[config.mk]
export PLATFORM = sky130hd
export DESIGN_NAME = vx_issue_scoreboard_flat
export DESIGN_NICKNAME = d
export VERILOG_FILES = /design/src/rtl/vx_issue_scoreboard_if.sv /design/src/rtl/vx_issue_scoreboard.sv /design/src/flat_wrapper.sv
export SDC_FILE = /design/constraint.sdc
export NUM_CORES = 1
export LEC_CHECK = 0
export BUFFER_PORTS_ARGS = -buffer_cell sky130_fd_sc_hd__clkbuf_2
export CELL_PAD_IN_SITES_DETAIL_PLACEMENT = 2
export CELL_PAD_IN_SITES_GLOBAL_PLACEMENT = 2
export CORE_MARGIN = 3
export CORE_UTILIZATION = 43
export DETAILED_ROUTE_END_ITERATION = 7
export PLACE_DENSITY_LB_ADDON = 0.1
export SETUP_SLACK_MARGIN = 0.3
export SLEW_MARGIN = 10
export SYNTH_ARGS = -nofsm -noshare
export SYNTH_HDL_FRONTEND = slang
export SYNTH_SLANG_ARGS = --single-unit
[constraint.sdc]
create_clock -name clk -period 9.6 [get_ports clk]
set_input_delay 1.92 -clock clk [delete_from_list [all_inputs] [get_ports clk]]
set_output_delay 1.92 -clock clk [all_outputs]
set_load 0.01 [all_outputs]
[src/rtl/vx_issue_scoreboard_if.sv]
// Issue-slice bundle: instruction-buffer head, issued-instruction output, writeback events and stall counter.
// master = instruction-buffer/writeback side, slave = scoreboard.
interface vx_issue_scoreboard_if #(
    parameter int DATAW     = 128,
    parameter int NUM_WARPS = 4,
    parameter int NUM_REGS  = 64
);
    localparam int ISSUE_WIS_W = (NUM_WARPS > 1) ? $clog2(NUM_WARPS) : 1;
    localparam int NR_BITS     = (NUM_REGS > 1) ? $clog2(NUM_REGS) : 1;

    logic                   ibuf_valid;
    logic                   ibuf_ready;
    logic [DATAW-1:0]       ibuf_data;
    logic [ISSUE_WIS_W-1:0] ibuf_wis;
    logic                   ibuf_wb;
    logic [NR_BITS-1:0]     ibuf_rd;
    logic [NR_BITS-1:0]     ibuf_rs1;
    logic [NR_BITS-1:0]     ibuf_rs2;
    logic [NR_BITS-1:0]     ibuf_rs3;

    logic                   out_valid;
    logic                   out_ready;
    logic [DATAW-1:0]       out_data;
    logic [ISSUE_WIS_W-1:0] out_wis;

    logic                   wb_valid;
    logic [ISSUE_WIS_W-1:0] wb_wis;
    logic [NR_BITS-1:0]     wb_rd;
    logic                   wb_eop;

    logic [31:0]            perf_stalls;

    modport master (
        output ibuf_valid, ibuf_data, ibuf_wis, ibuf_wb, ibuf_rd, ibuf_rs1, ibuf_rs2, ibuf_rs3,
        output out_ready,
        output wb_valid, wb_wis, wb_rd, wb_eop,
        input  ibuf_ready, out_valid, out_data, out_wis, perf_stalls
    );

    modport slave (
        input  ibuf_valid, ibuf_data, ibuf_wis, ibuf_wb, ibuf_rd, ibuf_rs1, ibuf_rs2, ibuf_rs3,
        input  out_ready,
        input  wb_valid, wb_wis, wb_rd, wb_eop,
        output ibuf_ready, out_valid, out_data, out_wis, perf_stalls
    );
endinterface

[src/rtl/vx_issue_scoreboard.sv]
// Per-warp register scoreboard: holds the ibuf head until its registers are free, issues via a 1-entry output reg (1 cycle).
// Head is held while hazarded or output busy; SCOREBOARD_BYPASS_EN lets a same-cycle writeback clear unblock issue.
module vx_issue_scoreboard #(
    parameter int DATAW     = 128,
    parameter int NUM_WARPS = 4,
    parameter int NUM_REGS  = 64
) (
    input  logic                  clk,
    input  logic                  reset,
    vx_issue_scoreboard_if.slave  sb
);
    localparam int ISSUE_WIS_W = (NUM_WARPS > 1) ? $clog2(NUM_WARPS) : 1;

    logic [NUM_WARPS-1:0][NUM_REGS-1:0] pending_q, pending_d;
    logic [NUM_WARPS-1:0][NUM_REGS-1:0] pending_vis;
    logic                   out_valid_q, out_valid_d;
    logic [DATAW-1:0]       out_data_q, out_data_d;
    logic [ISSUE_WIS_W-1:0] out_wis_q, out_wis_d;
    logic [31:0]            perf_stalls_q, perf_stalls_d;

    logic wb_clr;
    logic hazard;
    logic accept;

    assign wb_clr = sb.wb_valid && sb.wb_eop;

    // Table as seen by the hazard check; r0 is never set, so it can never hazard.
    always_comb begin
        pending_vis = pending_q;
`ifdef SCOREBOARD_BYPASS_EN
        if (wb_clr) begin
            pending_vis[sb.wb_wis][sb.wb_rd] = 1'b0;
        end
`endif
    end

    assign hazard = sb.ibuf_valid &&
                    (pending_vis[sb.ibuf_wis][sb.ibuf_rs1] ||
                     pending_vis[sb.ibuf_wis][sb.ibuf_rs2] ||
                     pending_vis[sb.ibuf_wis][sb.ibuf_rs3] ||
                     (sb.ibuf_wb && pending_vis[sb.ibuf_wis][sb.ibuf_rd]));

    assign sb.ibuf_ready = !hazard && (!out_valid_q || sb.out_ready);
    assign accept        = sb.ibuf_valid && sb.ibuf_ready;

    always_comb begin
        pending_d     = pending_q;
        out_valid_d   = out_valid_q;
        out_data_d    = out_data_q;
        out_wis_d     = out_wis_q;
        perf_stalls_d = perf_stalls_q;

        // Clear first so a same-entry set in this cycle overrides it.
        if (wb_clr) begin
            pending_d[sb.wb_wis][sb.wb_rd] = 1'b0;
        end
        if (accept && sb.ibuf_wb && (sb.ibuf_rd != '0)) begin
            pending_d[sb.ibuf_wis][sb.ibuf_rd] = 1'b1;
        end

        if (accept) begin
            out_valid_d = 1'b1;
            out_data_d  = sb.ibuf_data;
            out_wis_d   = sb.ibuf_wis;
        end else if (sb.out_ready) begin
            out_valid_d = 1'b0;
        end

        if (hazard && (perf_stalls_q != 32'hFFFF_FFFF)) begin
            perf_stalls_d = perf_stalls_q + 32'd1;
        end
    end

    always_ff @(posedge clk or negedge reset) begin
        if (!reset) begin
            pending_q     <= '0;
            out_valid_q   <= 1'b0;
            out_data_q    <= '0;
            out_wis_q     <= '0;
            perf_stalls_q <= '0;
        end else begin
            pending_q     <= pending_d;
            out_valid_q   <= out_valid_d;
            out_data_q    <= out_data_d;
            out_wis_q     <= out_wis_d;
            perf_stalls_q <= perf_stalls_d;
        end
    end

    assign sb.out_valid   = out_valid_q;
    assign sb.out_data    = out_data_q;
    assign sb.out_wis     = out_wis_q;
    assign sb.perf_stalls = perf_stalls_q;
endmodule

[src/flat_wrapper.sv]
// flat-port wrapper written by rule: the top's interface ports become plain ports
module vx_issue_scoreboard_flat 
#(
    parameter int DATAW     = 128,
    parameter int NUM_WARPS = 4,
    parameter int NUM_REGS  = 64
)
  (clk, reset, sb_ibuf_valid, sb_ibuf_data, sb_ibuf_wis, sb_ibuf_wb, sb_ibuf_rd, sb_ibuf_rs1, sb_ibuf_rs2, sb_ibuf_rs3, sb_out_ready, sb_wb_valid, sb_wb_wis, sb_wb_rd, sb_wb_eop, sb_ibuf_ready, sb_out_valid, sb_out_data, sb_out_wis, sb_perf_stalls);
  vx_issue_scoreboard_if #(.DATAW(DATAW), .NUM_WARPS(NUM_WARPS), .NUM_REGS(NUM_REGS)) sb_i ();
  input  logic clk;
  input  logic reset;
  input wire logic [$bits(sb_i.ibuf_valid)-1:0] sb_ibuf_valid;
  input wire logic [$bits(sb_i.ibuf_data)-1:0] sb_ibuf_data;
  input wire logic [$bits(sb_i.ibuf_wis)-1:0] sb_ibuf_wis;
  input wire logic [$bits(sb_i.ibuf_wb)-1:0] sb_ibuf_wb;
  input wire logic [$bits(sb_i.ibuf_rd)-1:0] sb_ibuf_rd;
  input wire logic [$bits(sb_i.ibuf_rs1)-1:0] sb_ibuf_rs1;
  input wire logic [$bits(sb_i.ibuf_rs2)-1:0] sb_ibuf_rs2;
  input wire logic [$bits(sb_i.ibuf_rs3)-1:0] sb_ibuf_rs3;
  input wire logic [$bits(sb_i.out_ready)-1:0] sb_out_ready;
  input wire logic [$bits(sb_i.wb_valid)-1:0] sb_wb_valid;
  input wire logic [$bits(sb_i.wb_wis)-1:0] sb_wb_wis;
  input wire logic [$bits(sb_i.wb_rd)-1:0] sb_wb_rd;
  input wire logic [$bits(sb_i.wb_eop)-1:0] sb_wb_eop;
  output wire logic [$bits(sb_i.ibuf_ready)-1:0] sb_ibuf_ready;
  output wire logic [$bits(sb_i.out_valid)-1:0] sb_out_valid;
  output wire logic [$bits(sb_i.out_data)-1:0] sb_out_data;
  output wire logic [$bits(sb_i.out_wis)-1:0] sb_out_wis;
  output wire logic [$bits(sb_i.perf_stalls)-1:0] sb_perf_stalls;
  assign sb_i.ibuf_valid = sb_ibuf_valid;
  assign sb_i.ibuf_data = sb_ibuf_data;
  assign sb_i.ibuf_wis = sb_ibuf_wis;
  assign sb_i.ibuf_wb = sb_ibuf_wb;
  assign sb_i.ibuf_rd = sb_ibuf_rd;
  assign sb_i.ibuf_rs1 = sb_ibuf_rs1;
  assign sb_i.ibuf_rs2 = sb_ibuf_rs2;
  assign sb_i.ibuf_rs3 = sb_ibuf_rs3;
  assign sb_i.out_ready = sb_out_ready;
  assign sb_i.wb_valid = sb_wb_valid;
  assign sb_i.wb_wis = sb_wb_wis;
  assign sb_i.wb_rd = sb_wb_rd;
  assign sb_i.wb_eop = sb_wb_eop;
  assign sb_ibuf_ready = sb_i.ibuf_ready;
  assign sb_out_valid = sb_i.out_valid;
  assign sb_out_data = sb_i.out_data;
  assign sb_out_wis = sb_i.out_wis;
  assign sb_perf_stalls = sb_i.perf_stalls;
  vx_issue_scoreboard #(.DATAW(DATAW), .NUM_WARPS(NUM_WARPS), .NUM_REGS(NUM_REGS)) u_core (.clk(clk), .reset(reset), .sb(sb_i));
endmodule
* Word level (Yosys, flattened, before mapping)
Cells that the tools add are included.
Storage, ports and cells: register bits 419, input port bits 169, output and inout port bits 164
Cells by class: add/subtract/negate cells 1, magnitude comparators 11, equal/unequal tests 1, multiplexer cells 22, bitwise operators 3, reductions and logical operators 20
Operators by type and width (count):
- 2-to-1 mux 256 bit | 2
- AND 256 bit | 1
- demux 64 bit (select 2 bit) | 2
- inverter 256 bit | 1
- bitwise OR 256 bit | 1
- 2-to-1 mux 64 bit | 3
- binary-select mux 64 bit (select 2 bit) | 1
- < comparator 6 x 7 -> 1 bit (second input constant) | 5
- adder 32 x 1 -> 32 bit (second input constant) | 1
- != test 32 bit (second input constant) | 1
- binary-select mux 1 bit (select 6 bit) | 4
- demux 1 bit (select 6 bit) | 2
- >= comparator 6 x 1 -> 1 bit (second input constant) | 2
- logical AND 1 bit | 12
- 2-to-1 mux 1 bit | 8
- < comparator 2 x 3 -> 1 bit (second input constant) | 2
- nonzero test 6 bit | 1
- >= comparator 2 x 1 -> 1 bit (second input constant) | 2
- logical OR 1 bit | 4
- zero test 1 bit | 2
- nonzero test 2 bit | 1

* Depth between registers and ports, before layout
word-level depth 14, mapped depth 17

* Worst setup path after synthesis
No wires, ideal clock.
path kind input -> output, start input sb_ibuf_wis[1], end output sb_ibuf_ready, arrival 4.789 ns, required time 7.680 ns, path slack 2.891 ns, stages 11, buffers on the path 5, path through buf_4 -> buf_4 -> buf_2 -> mux4_2 -> mux4_2 -> mux4_2 -> a31oi_1 -> and3_1 -> buf_2 -> buf_2 -> o21a_1
Between the ends: cells in the longest elaborated chain, start to end 10, elaborated cells between the ends (all ways) 17, classes of those cells mux (10); reduce/logical (7)
Ends and longest elaborated chain:
- start, declared | line flat_wrapper.sv:14 | input wire logic [$bits(sb_i.ibuf_wis)-1:0] sb_ibuf_wis;
- binary-select mux 64 bit (select 2 bit) *
- 2-to-1 mux 64 bit (implied by the code) *
- binary-select mux 1 bit (select 6 bit) (on tied branches) | line vx_issue_scoreboard.sv:38, vx_issue_scoreboard.sv:39
- 2-to-1 mux 1 bit (on tied branches) | line vx_issue_scoreboard.sv:38, vx_issue_scoreboard.sv:39
- logical OR 1 bit | line vx_issue_scoreboard.sv:38 | (pending_vis[sb.ibuf_wis][sb.ibuf_rs1] ||
- logical OR 1 bit | line vx_issue_scoreboard.sv:39 | pending_vis[sb.ibuf_wis][sb.ibuf_rs2] ||
- logical OR 1 bit * | line vx_issue_scoreboard.sv:40 | pending_vis[sb.ibuf_wis][sb.ibuf_rs3] ||
- logical AND 1 bit * | line vx_issue_scoreboard.sv:37 | assign hazard = sb.ibuf_valid &&
- zero test 1 bit * | line vx_issue_scoreboard.sv:43 | assign sb.ibuf_ready = !hazard && (!out_valid_q || sb.out_ready);
- logical AND 1 bit * | line vx_issue_scoreboard.sv:43
- end, declared | line flat_wrapper.sv:25 | output wire logic [$bits(sb_i.ibuf_ready)-1:0] sb_ibuf_ready;
Mark *: on every way between the ends. The rest lies on a longest branch, timed or not. The select of a mux whose other input is x is not followed.

* Final worst setup path
Same ends and word-level chain as after synthesis.

==> reports/qor.csv <==
metric;value;unit
p_leak;0.0135;uW
grt.met1_usage;43.7;%
fin_skew;25.3;ps
postLayoutCoreUtil;50.0;%
row_count;90;
grtUsageMet2;56.2;%
critPathMostFrequentCell;mux2i_1;
busiest_layer;met2;
track_usage;34.4;%
cts_root_buf;clkbuf_16;
grt_pass1_wl;165000;um
cpPeakStageDelay;630;ps
synth_top_family_by_area;compound AO/OA/AOI/OAI gates;
initial_core_util;43.6;%
drt_iter0_drc;2077;
cts_buffers;51;
cts_buffer_depth;3;
grt_max_degree;159;
cts_hold_buf;0;
syn_inst;2181;
cts_resized;0;
hpwl;72100;um
io_buffers;332;
cts_setup_buffers;0;
yosys_warnings;0;
drive_above_1_share;36.5;%
grt_pass1_vias;24300;
ys_seq_elements;419;
met3_usage;8.43;%
gr-total-overflow;0;
pwr_density_cell;178;nW/um2
drt_first_pass_iters;5;
place_congestion;0.928;
synth_fa_ha_area_share;0.0474;%
fin_setup_tns;0;ps
fillers;5879;
setup_viol;0;
cp_slowest_cell;buf_8;
drt-wirelength-per-cell;35.3;um
area_growth;14.6;%
status;finished, final reports clean;
core-area;60500;um2
ant_nets;0;
maxCapViolCount;0;
io_pins;333;
path_cells;buf_8 -> buf_4 -> mux2i_1 -> mux2i_1 -> mux2_2 -> o311ai_0 -> a21boi_0 -> o22a_1 -> a221oi_2 -> and3_1 -> o21a_1 -> clkbuf_2;
synthSimpleGateAreaFrac;7.94;%
finalCritPeriodShare;78.8;%
worstSetupStartpointType;input pin;
synth_xor_area_share;1.03;%
syn_avg_cell_area;12.1;um2
fin_crit;7570;ps
vias_per_cell;6.95;
clkTransAtPathRegs;60;ps
synth-edff-count;0;
cts_tree;done;
cts_num_sinks;419;
end_kind;output port;
wirelength;113000;um
final_nets;2550;
critPathKind;in -> out;
netlist_area;26400;um2
antenna_found_initial;7;
async_reset_ff_share;100;%
via_count;22300;
drc;0;
synthFlopType;dfrtp_1;
die_h;254;um
synth_mux_area_share;22.3;%
slew_violations;0;
final_cell_mix;419 x dfrtp_1, 329 x clkbuf_2, 261 x o21ai_0, 249 x o41ai_2, 189 x nand2_1;
power.total;5370;uW
hold_violations;0;
ctsHtreeMaxLevel;2;
max_freq;132;MHz
seq_area_frac_synth;39.8;%
die_x;254;um
synth-compound-area-share;24.2;%
clkLatencyLatePin;630;ps
syn-num-nets;2351;
dieArea;64300;um2
cp.arrival;5650;ps
hold_class;reg -> reg;
ir_drop;0.162;mV
cp_max_fo;92;
layout_commonest_cell;dfrtp_1;
max_slew_margin;10.7;%
rsz0062_at_grt;no;
synthDistinctLibCells;68;
cp.required;7680;ps
worst_slew_pin_slew;1340;ps
==> sequential cells by signal, summed over array words and instances, names as in the netlist <==
register and count:
u_core.pending_q 256, u_core.sb.out_data 128, u_core.sb.perf_stalls 32, u_core.sb.out_wis 2, u_core.sb.out_valid 1
==> path summary, 6_finish.rpt <==
path                                        startpoint                      to  slack [ps]  depth (start not counted)
worst max-delay path                    sb_ibuf_wis[1]           sb_ibuf_ready        2030                         12
worst min-delay path            u_core.sb.out_data[91]  u_core.sb.out_data[91]         490                          1
worst max register to register   u_core.pending_q[194]  u_core.sb.out_data[88]        4750                         11
worst min register to register  u_core.sb.out_data[91]  u_core.sb.out_data[91]         490                          1
max in group asynchronous                        reset   u_core.pending_q[247]        6660                          2
min in group asynchronous                        reset    u_core.pending_q[14]        1390                          1
==> through the flow <==
stage	area [um2]	hold WS, ps	setup WS (ps)	instances
2_1_floorplan	26400	475	2890	2181
3_3_place_gp	28400	472	2140	3109
3_5_place_dp	28400	480	2060	3109
4_1_cts	30200	498	2050	3204
5_1_grt	30200	504	1820	3210
6_report	30200	492	2030	3213
==> kinds of logic (layout without fill, tap and decap cells) <==
kind of cell,count (synthesis),in the layout
compound gates,656,656
mux,432,432
simple gates,404,404
other cells,0,9
buf+inv,238,479
xor+xnor,31,31
fa+ha+maj,1,1
flops,419,419
==> cell type report <==
cell class	count	area, um2	share of cell area [%]
Tap cell	782	978	3.24
Antenna cell	9	22.5	0.0745
Sequential cell	419	10500	34.7
Clock buffer	74	1470	4.87
Inverter	9	33.8	0.112
Clock inverter	21	287	0.948
Timing Repair Buffer	375	2140	7.09
Multi-Input combinational cell	1524	14800	49.0
==> critical path: cells and delay by family <==
kind            cells  cell delay, ps
compound gates      5            1330
mux                 3             870
simple gates        1             320
buf+inv             3            1100
==> per-layer routing <==
metal | wire, um | share of wire [%] | up-vias
li1 | - | - | 9048
met1 | 44800 | 40 | 12000
met2 | 55000 | 49 | 995
met3 | 8880 | 7.8 | 251
met4 | 4610 | 4.1 | 2
met5 | 13 | 0.011 | -
==> synth_stat cells (5+ instances only) <==
cell         n  share of area [%]
a22oi_1      7               0.20
or4b_2       5               0.19
nand2b_1    11               0.26
o22ai_1     72                1.7
buf_1       13               0.19
nand3_1     15               0.28
dfrtp_1    419                 40
nor3_1      25               0.47
nor3b_1     17               0.48
nand4_1     16               0.38
mux2_1     117                5.0
nor2b_1      8               0.19
o21a_1       5               0.14
nand2_1    192                2.7
a2111oi_0    5               0.17
o21ai_0    261                5.0
and2_1       7               0.17
inv_1        6              0.085
a311oi_1     6               0.20
xor2_1      27               0.90
mux2_2      33                1.4
mux4_2     110                9.4
a211oi_1     9               0.26
and3b_1      7               0.23
nor4_1      31               0.74
nor2_1      21               0.30
a21oi_1      9               0.17
nor4b_1      9               0.30
a31oi_1      6               0.14
o41ai_2    249                 15
buf_4       36                1.0
mux2i_1    172                6.5
clkbuf_1   135                1.9
buf_2       20               0.38
nand4bb_1    5               0.21
buf_6       25                1.1
and3_1      14               0.33
==> report_power, final <==
part	internal [uW]	switching (uW)	leakage [uW]
clock network	1210	849	0.000859
registers	2000	169	0.00554
logic	422	722	0.00712
total	3630	1740	0.0135
No activity file was read; power rests on OpenSTA's default activity.
